### src/rtl/fetch_sequencer.sv
// -----------------------------------------------------------------------------
// fetch_sequencer
//
// Instruction-fetch front end. It holds the program counter and a small FSM
// that issues requests to instruction memory. It accepts returned
// instructions, and it handles downstream stalls, branch/jump redirects and a
// sticky halt.
//
// Ports
//   clk             rising-edge clock for all state
//   reset           synchronous, active-high reset
//   stall           downstream hold request; the PC does not advance while high
//   redirect_valid  branch/jump redirect strobe
//   redirect_addr   redirect target; bit 0 is forced to 0
//   halt            stop fetching until the next reset
//   imem_ready      instruction memory accepts/returns the current request
//   imem_req        fetch request to instruction memory
//   imem_addr       fetch address (always the current PC)
//   pc_write        high in any cycle the PC register changes
//   fetch_valid     one-cycle pulse: the instruction at fetch_pc is accepted
//   fetch_pc        address of the accepted instruction (always the current PC)
//   flush           one-cycle pulse: discard younger fetched instructions
//   state           current FSM state encoding
//
// Only the PC and the state are registers. Every output is decoded
// combinationally from them and from the current inputs.
// -----------------------------------------------------------------------------
module fetch_sequencer #(
  parameter logic [15:0] RESET_PC = 16'h0000
) (
  input  logic        clk,
  input  logic        reset,
  input  logic        stall,
  input  logic        redirect_valid,
  input  logic [15:0] redirect_addr,
  input  logic        halt,
  input  logic        imem_ready,
  output logic        imem_req,
  output logic [15:0] imem_addr,
  output logic        pc_write,
  output logic        fetch_valid,
  output logic [15:0] fetch_pc,
  output logic        flush,
  output logic [1:0]  state
);

  localparam logic [1:0] S_BOOT  = 2'd0;
  localparam logic [1:0] S_FETCH = 2'd1;
  localparam logic [1:0] S_STALL = 2'd2;
  localparam logic [1:0] S_HALT  = 2'd3;

  logic [15:0] pc;
  logic [15:0] pc_nxt;
  logic [1:0]  state_nxt;
  logic        pc_write_fsm;
  logic        fetch_valid_fsm;
  logic        flush_fsm;

  // Redirect targets are halfword aligned. The low bit is dropped rather
  // than trapped.
  logic [15:0] redirect_pc;
  assign redirect_pc = {redirect_addr[15:1], 1'b0};

  // NOTE: every signal assigned in this block gets a default first, so a
  // branch that does not assign it cannot infer a latch.
  always_comb begin
    state_nxt       = state;
    pc_nxt          = pc;
    imem_req        = 1'b0;
    pc_write_fsm    = 1'b0;
    fetch_valid_fsm = 1'b0;
    flush_fsm       = 1'b0;

    case (state)
      S_BOOT: begin
        state_nxt = S_FETCH;
      end

      S_FETCH: begin
        imem_req = 1'b1;
        // Priority: redirect > halt > stall > imem_ready.
        if (redirect_valid) begin
          pc_nxt       = redirect_pc;
          pc_write_fsm = 1'b1;
          flush_fsm    = 1'b1;
          state_nxt    = S_FETCH;
        end else if (halt) begin
          state_nxt = S_HALT;
        end else if (stall) begin
          state_nxt = S_STALL;
        end else if (imem_ready) begin
          // The 16-bit add wraps FFFE -> 0000 with no other side effect.
          pc_nxt          = pc + 16'd2;
          pc_write_fsm    = 1'b1;
          fetch_valid_fsm = 1'b1;
        end
        // imem_ready low with no other event: hold the request and the PC.
      end

      S_STALL: begin
        // imem_ready is irrelevant here because no request is outstanding.
        if (redirect_valid) begin
          pc_nxt       = redirect_pc;
          pc_write_fsm = 1'b1;
          flush_fsm    = 1'b1;
          state_nxt    = S_FETCH;
        end else if (halt) begin
          state_nxt = S_HALT;
        end else if (!stall) begin
          state_nxt = S_FETCH;
        end
      end

      default: begin
        // S_HALT is sticky. Only reset leaves it, so every input is ignored.
        state_nxt = S_HALT;
      end
    endcase
  end

  // A reset in this cycle abandons whatever the FSM was doing. No accept or
  // flush is reported. pc_write still tracks a real PC change caused by
  // the reset load.
  always_comb begin
    if (reset) begin
      pc_write    = (pc != RESET_PC);
      fetch_valid = 1'b0;
      flush       = 1'b0;
    end else begin
      pc_write    = pc_write_fsm;
      fetch_valid = fetch_valid_fsm;
      flush       = flush_fsm;
    end
  end

  assign imem_addr = pc;
  assign fetch_pc  = pc;

  // NOTE: sequential state uses non-blocking assignments only, so every
  // register samples the pre-edge values of the others.
  always_ff @(posedge clk) begin
    if (reset) begin
      pc    <= RESET_PC;
      state <= S_BOOT;
    end else begin
      pc    <= pc_nxt;
      state <= state_nxt;
    end
  end

endmodule

### config.mk
export PLATFORM = sky130hd
export DESIGN_NAME = fetch_sequencer
export DESIGN_NICKNAME = d
export VERILOG_FILES = /design/src/rtl/fetch_sequencer.sv
export SDC_FILE = /design/constraint.sdc
export NUM_CORES = 1
export LEC_CHECK = 0
export CELL_PAD_IN_SITES_DETAIL_PLACEMENT = 0
export CELL_PAD_IN_SITES_GLOBAL_PLACEMENT = 1
export CORE_ASPECT_RATIO = 1.5
export CORE_MARGIN = 2
export CORE_UTILIZATION = 32
export CTS_CLUSTER_SIZE = 25
export DETAILED_ROUTE_END_ITERATION = 16
export PLACE_DENSITY = 0.92
export SLEW_MARGIN = 10
export SYNTH_ARGS = -nofsm -noshare
export SYNTH_HDL_FRONTEND = slang
export SYNTH_SLANG_ARGS = --single-unit
### constraint.sdc
create_clock -name clk -period 3.2 [get_ports clk]
set_clock_uncertainty 0.2 [all_clocks]
set_input_delay 0.48 -clock clk [delete_from_list [all_inputs] [get_ports clk]]
set_output_delay 0.48 -clock clk [all_outputs]
set_load 0.01 [all_outputs]
==> summary.md, run 1 <==
| Metric | Value |
|---|---|
| Status | complete, no violations |
| Storage cell area | about 340 µm² |
| Crit. End Element | output pin |
| Area growth syn-to-layout | 36.6% |
| Most frequent cells in the layout | 56 x clkdlybuf4s50_1, 17 x dfxtp_1, 13 x nand2_1, 13 x o21ai_0, 10 x a21oi_1 |
| # Max-Cap Violations | 0 |
| Fillers | 445 |
| DP Wirelength | 2.91 mm |
| Starting Density | 0.329 |
| Switch Pwr | 0.264 mW |
| EDFF count, synth | 0 |
| CP cell instances | inv_1, ha_1, or2_0, o211ai_1, o21ai_0, clkdlybuf4s50_1 |
| Leak | approximately 0.62 nW |
| Design area | 1890 µm² |
| Setup Fix Bufs, Post-CTS | 0 |
| Yosys reg bits | 17 |
| RSZ-0062 raised after global routing | false |
| Hold depth | 2 |
| WS Path Type | reg -> out |
| IO Count | 60 |
| R2R cell count | 8 |
| Sequential share of power | 0.365 |
| Hold EP | fetch_pc[12] |
| Multi-input combinational cell area | between 800 and 900 µm² |
| TritonCTS Buffers | 3 |
| Sw frac | 0.348 |
| Final Max Slew Viols | 0 |
| Post-Place Worst Slack | 0.414 ns |
| Worst Hold Class | reg -> reg |
| Critical Path Slowest Stage Cell | clkdlybuf4s50_1 |
| Standard-cell row count | 29 |
| CP max stage delay | 0.56 ns |
| CTS tree | done |
| Synth Instances | between 150 and 200 |
| Layout cell share with drive strength beyond 1 | 0.0826 |
| First-pass GRT wire length | between 6 and 7 mm |
| Critical R2R Capture | fetch_pc[11] |
| Crit path buf inv count | 2 |
| Drt initial violations | 19 |
| CP Launch Type | flop |
| CP delay by family, top | buffers and inverters |
| Global-route usage over all layers | 0.160 |
| Full die area | ~5000 µm² |
| Commonest non-fill, non-tap cell in the layout | clkdlybuf4s50_1 |
| Routed length per placed instance | ~15 µm |
| DR vias | about 1,400 |
| Setup TNS Final | 0 ns |
| Arr. time, crit path | 2.21 ns |
| Synth unique cells | 48 |
| Worst R2R Start | state[0] |
| Clock Power Share | 0.214 |
| Die height | 84.5 µm |
| Cell Area, Placed | ~1800 µm² |
| Mapped Area | around 1400 µm² |
| Total gr overflow | 0 |
| Hold_sp | fetch_pc[12] |
| Final net count | between 200 and 250 |
| Core area | 4210 µm² |
| Worst setup margin | between 0.3 and 0.4 ns |
| H-tree lvl count | 1 |
| Internal | 0.495 mW |
| Syn Area/Cell | a little under 8 µm² |
| Max clock buf depth | 2 |
| DRC Markers | 0 |
| Clock sinks | 17 |
| WP data required | approximately 2.5 ns |
| Endpoints failing setup | 0 |
| Clk Latency, worst-skew pair | roughly 0.25 ns |
| PortBufs | 56 |
| Hold Vio Cnt, Final | 0 |
| ANT nets after route | 0 |
| Post-CTS sizing | 0 |
| # hold bufs at CTS | 0 |
| Initial antenna violation count | 0 |
| CTS Root Cell | clkbuf_8 |
| Total power | around 0.76 mW |
| Register area share after synthesis | 0.246 |
| Largest net degree at the start of global routing | 19 |
| ANT cells | 0 |
| Max FO, Critical Path | 7 |
| Worst R2R Setup Slack | 0.83 ns |
| Vias per inst | about 5.4 |
| Routability Congestion | 0.816 |
| Tcrit/Tclk final | 0.903 |
| Primary FF master, synth | dfxtp_1 |
| Pre-Repair DR Iteration Count | 4 |
| Comb pwr share | 0.420 |
| FFs w/ async S/R, synth | 0 |
| Tmin final | slightly below 3 ns |
| Pwr Density | between 400 and 500 nW/µm² |
| Yosys warns | 0 |
| Worst-path clk slew | ~0.070 ns |
| Final WL | 3.86 mm |
| Die W | approximately 58 µm |
| Peak supply drop | between 0.2 and 0.25 mV |
| Vias in the first global route | 1,325 |
| FMAX | 346 MHz |
==> tightest hold or removal path: cells and delay by family, from the launching register on <==
kind | cells | cell delay (ns)
flip-flops | 1 | 0.36
buffers and inverters | 1 | 0.07
AO/OA/AOI/OAI | 1 | 0.06
==> power groups by stage <==
stage | registers (mW) | logic [mW] | clock network [mW]
floorplan | 0.283 | 0.195 | 0
global placement | 0.282 | 0.318 | 0
detailed placement | 0.282 | 0.321 | 0
CTS | 0.277 | 0.322 | 0.166
global route | 0.282 | 0.349 | 0.175
finish | 0.277 | 0.319 | 0.163
==> cells by family after synthesis <==
| logic type | count (synthesis) | synth area share |
|---|---|---|
| AOI/OAI and AO/OA | 52 | 0.249 |
| adders and majority gates | 5 | 0.0452 |
| buffers and inverters | 35 | 0.167 |
| DFF | 17 | 0.246 |
| muxes | 1 | 0.00723 |
| other | 1 | 0.00271 |
| and+or+nand+nor | 68 | 0.283 |
==> layout make-up <==
| class | count | share of cell area |
|---|---|---|
| clock buffers | 4 | 0.0238 |
| inverters | 7 | 0.0139 |
| well taps | 46 | 0.0304 |
| multi-input cells | 128 | 0.432 |
| repair buffers | 62 | 0.320 |
| flip-flops and latches | 17 | 0.180 |
==> layer usage <==
metal  GRT usage  part of all wire  vias up
li1            -                 -      723
met1       0.194              0.42      670
met2       0.286              0.52       42
met3      0.0154             0.045        2
met4      0.0571            0.0075        0
met5           0                 0        -
==> how the worst max path moves through the flow <==
stage | start | to | cells past startpoint
after global routing | state[1] | pc_write | 6
after CTS | state[1] | pc_write | 6
after detailed placement | stall | pc_write | 6
after global placement | stall | pc_write | 6
final | state[1] | pc_write | 6
after floorplan | state[0] | fetch_pc[9] | 7
==> cell usage after synthesis, types with 2 or more instances <==
cell / count / area (µm²)
o31ai_1: 6 / 45.0
buf_6: 3 / 33.8
nand2_1: 13 / 48.8
nand3_1: 7 / 35.0
or2_2: 4 / 25.0
o211ai_1: 2 / 15.0
clkbuf_1: 5 / 18.8
ha_1: 5 / 62.6
buf_4: 17 / 128
nor2_1: 9 / 33.8
a311oi_1: 2 / 17.5
nor3_1: 4 / 20.0
a211oi_1: 4 / 30.0
a21oi_1: 10 / 50.1
nand2b_1: 2 / 12.5
nand4_1: 4 / 25.0
a31oi_1: 3 / 18.8
inv_1: 7 / 26.3
a32oi_1: 2 / 17.5
dfxtp_1: 17 / 340
nor4_1: 9 / 56.3
and2_1: 4 / 25.0
o21ai_0: 13 / 65.1
or3_1: 2 / 12.5
nand3b_1: 2 / 15.0
==> state kept, by name, indices dropped and copies added, names as in the netlist <==
| name | flops |
|---|---|
| fetch_pc | 15 |
| state | 2 |
==> through the flow <==
| step | utilization | std cells | hold WS (ns) |
|---|---|---|---|
| 2_1_floorplan | - | 180 | 0.339 |
| 3_3_place_gp | 0.438 | 260 | 0.321 |
| 3_5_place_dp | 0.438 | 260 | 0.330 |
| 4_1_cts | 0.449 | 264 | 0.343 |
| 5_1_grt | 0.449 | 264 | 0.373 |
| 6_report | 0.449 | 264 | 0.345 |
No activity file was read; power rests on OpenSTA's default activity.
==> run 2: changes to the inputs <==
--- a/config.mk
+++ b/config.mk
@@ -7,13 +7,14 @@
 export LEC_CHECK = 0
 export CELL_PAD_IN_SITES_DETAIL_PLACEMENT = 0
 export CELL_PAD_IN_SITES_GLOBAL_PLACEMENT = 1
-export CORE_ASPECT_RATIO = 1.5
 export CORE_MARGIN = 2
 export CORE_UTILIZATION = 32
 export CTS_CLUSTER_SIZE = 25
 export DETAILED_ROUTE_END_ITERATION = 16
+export GPL_TIMING_DRIVEN = 0
 export PLACE_DENSITY = 0.92
 export SLEW_MARGIN = 10
 export SYNTH_ARGS = -nofsm -noshare
 export SYNTH_HDL_FRONTEND = slang
 export SYNTH_SLANG_ARGS = --single-unit
+export TNS_END_PERCENT = 50
==> summary.md, run 2 (same netlist as run 1, synthesis figures left out) <==
| Metric | Value |
|---|---|
| RSZ-0062 raised after global routing | false (unchanged) |
| Hold_ws | 0.336 ns (was 0.345 ns) |
| Area growth syn-to-layout | 47.8% (was 36.6%) |
| Clk Latency, worst-skew pair | 0.26 ns (was 0.25 ns) |
| Max FO, Critical Path | 10 (was 7) |
| ANT cells | 0 (unchanged) |
| CTS tree | done (unchanged) |
| Die height | 69.8 µm (was 84.5 µm) |
| Total power | 0.810 mW (was 0.759 mW) |
| WP data required | 2.52 ns (about the same) |
| WS Path Type | in -> out (was reg -> out) |
| PortBufs | 55 (was 56) |
| Tcrit/Tclk final | 0.918 (was 0.903) |
| Tmin final | 2.94 ns (was 2.89 ns) |
| ANT nets after route | 0 (unchanged) |
| Clock sinks | 17 (unchanged) |
| Crit. End Element | output pin (unchanged) |
| Final WL | 4.09 mm (was 3.86 mm) |
| Setup Fix Bufs, Post-CTS | 0 (unchanged) |
| Commonest non-fill, non-tap cell in the layout | clkdlybuf4s50_1 (unchanged) |
| Pwr Density | 396 nW/µm² (was 401 nW/µm²) |
| Peak supply drop | 0.195 mV (was 0.229 mV) |
| First-pass GRT wire length | 6.84 mm (was 6.24 mm) |
| Post-CTS sizing | 0 (unchanged) |
| Worst Hold Class | reg -> reg (unchanged) |
| Total gr overflow | 0 (unchanged) |
| Worst-Margin Slew | about 0.52 ns |
| Final net count | 267 (was 246) |
| DP Wirelength | 2.97 mm (was 2.91 mm) |
| Starting Density | 0.339 (was 0.329) |
| # hold bufs at CTS | 0 (unchanged) |
| CTS Root Cell | clkbuf_8 (unchanged) |
| Pre-Repair DR Iteration Count | 4 (unchanged) |
| Critical R2R Capture | fetch_pc[10] (was fetch_pc[11]) |
| R2R cell count | 8 (unchanged) |
| Vias in the first global route | 1,383 (was 1,325) |
| Core area | 4090 µm² (was 4210 µm²) |
| Max clock buf depth | 2 (unchanged) |
| Largest net degree at the start of global routing | 11 (was 19) |
| Drt initial violations | 105 (was 19) |
| DRC Markers | 0 (unchanged) |
| Status | complete, no violations (unchanged) |
| IO Count | 60 (unchanged) |
| FMAX | 340 MHz (was 346 MHz) |
| Arr. time, crit path | 2.26 ns (was 2.21 ns) |
| Setup TNS Final | 0 ns (unchanged) |
| Max-slew headroom | 0.652 |
| Most frequent cells in the layout | 55 x clkdlybuf4s50_1, 17 x buf_4, 17 x dfxtp_1 (was 56 x clkdlybuf4s50_1, 17 x dfxtp_1, 13 x nand2_1, 13 x o21ai_0, 10 x a21oi_1) |
| Routed length per placed instance | 14.1 µm (was 14.6 µm) |
| Standard-cell row count | 23 (was 29) |
| Full die area | 4870 µm² (was 4880 µm²) |
| Leak | 0.717 nW (was 0.620 nW) |
| Vias per inst | 5.36 (was 5.44) |
| Worst R2R Setup Slack | 0.96 ns (was 0.83 ns) |
| # Max-Cap Violations | 0 (unchanged) |
| Critical Path Start | reset (was state[1]) |
| Final Max Slew Viols | 0 (unchanged) |
| Hold Vio Cnt, Final | 0 (unchanged) |
| Fillers | 411 (was 445) |
| Flip-flop count of the largest register after layout | 15 (unchanged) |
| DR vias | 1,548 (was 1,437) |
| TritonCTS Buffers | 3 (unchanged) |
| Routability Congestion | 0.918 (was 0.816) |
| H-tree lvl count | 1 (unchanged) |
| CP endpoint | pc_write (unchanged) |
| Initial antenna violation count | 0 (unchanged) |
| CP Launch Type | primary input (was flop) |
| Die W | 69.8 µm (was 57.7 µm) |
| Worst R2R Start | state[0] (unchanged) |
| Layout cell share with drive strength beyond 1 | 0.146 (was 0.0826) |
| Worst-path clk slew | 0.07 ns (about the same) |
| Endpoints failing setup | 0 (unchanged) |
| Global-route usage over all layers | 0.171 (was 0.160) |
run 2: changes by cell type in the layout (fill, tap and decap cells not counted):
| cell | previous run | this run |
|---|---|---|
| buf_8 | 0 | 1 |
| buf_4 | 6 | 17 |
| clkbuf_2 | 0 | 1 |
| clkbuf_1 | 1 | 6 |
| buf_2 | 0 | 1 |
| clkdlybuf4s50_1 | 56 | 55 |
| buf_6 | 0 | 3 |
run 2: per-stage QoR:
stage / utilization / area, µm² / std cells / setup WS, ns
2_1_floorplan: - / 1390 / 180 / 1.11
3_3_place_gp: 0.490 / 2000 / 285 / 0.212
3_5_place_dp: 0.490 / 2000 / 285 / 0.229
4_1_cts: 0.501 / 2050 / 289 / 0.231
5_1_grt: 0.501 / 2050 / 289 / 0.139
6_report: 0.501 / 2050 / 289 / 0.261
run 2: power breakdown:
group | leakage [nW] | switching (mW) | internal, mW
clock | 0.0228 | 0.0782 | 0.0886
sequential | 0.139 | 0.0430 | 0.236
combinational | 0.555 | 0.160 | 0.205
run 2: worst min path at each step:
stage / start / end / slack [ns] / depth (start not counted)
floorplan: fetch_pc[12] / fetch_pc[12] / 0.34 / 2
global placement: fetch_pc[12] / fetch_pc[12] / 0.32 / 2
detailed placement: fetch_pc[12] / fetch_pc[12] / 0.33 / 2
CTS: fetch_pc[12] / fetch_pc[12] / 0.34 / 2
global route: fetch_pc[12] / fetch_pc[12] / 0.38 / 2
finish: fetch_pc[12] / fetch_pc[12] / 0.34 / 2
run 2: worst max-delay path, cell delays in order:
cell and delay [ns]:
clkdlybuf4s50_1 0.58, clkbuf_1 0.43, nand2_1 0.11, o21ai_0 0.09, clkdlybuf4s50_1 0.57
run 2: area by class of cell:
cell class / count / area [µm²] / area share
Tap cell: 50 / 62.6 / 0.0306
Sequential cell: 17 / 340 / 0.166
Timing Repair Buffer: 55 / 551 / 0.269
Multi-Input combinational cell: 128 / 816 / 0.399
Inverter: 7 / 26.3 / 0.0128
Buffer: 28 / 205 / 0.100
Clock buffer: 4 / 45.0 / 0.0220
run 2: layer usage:
layer / wire (µm) / up-vias / global-route usage
met2: 1830 / 56 / 0.262
met1: 1920 / 713 / 0.243
met5: 0 / - / 0
li1: - / 775 / -
met4: 32 / 0 / 0.0385
met3: 308 / 4 / 0.0392
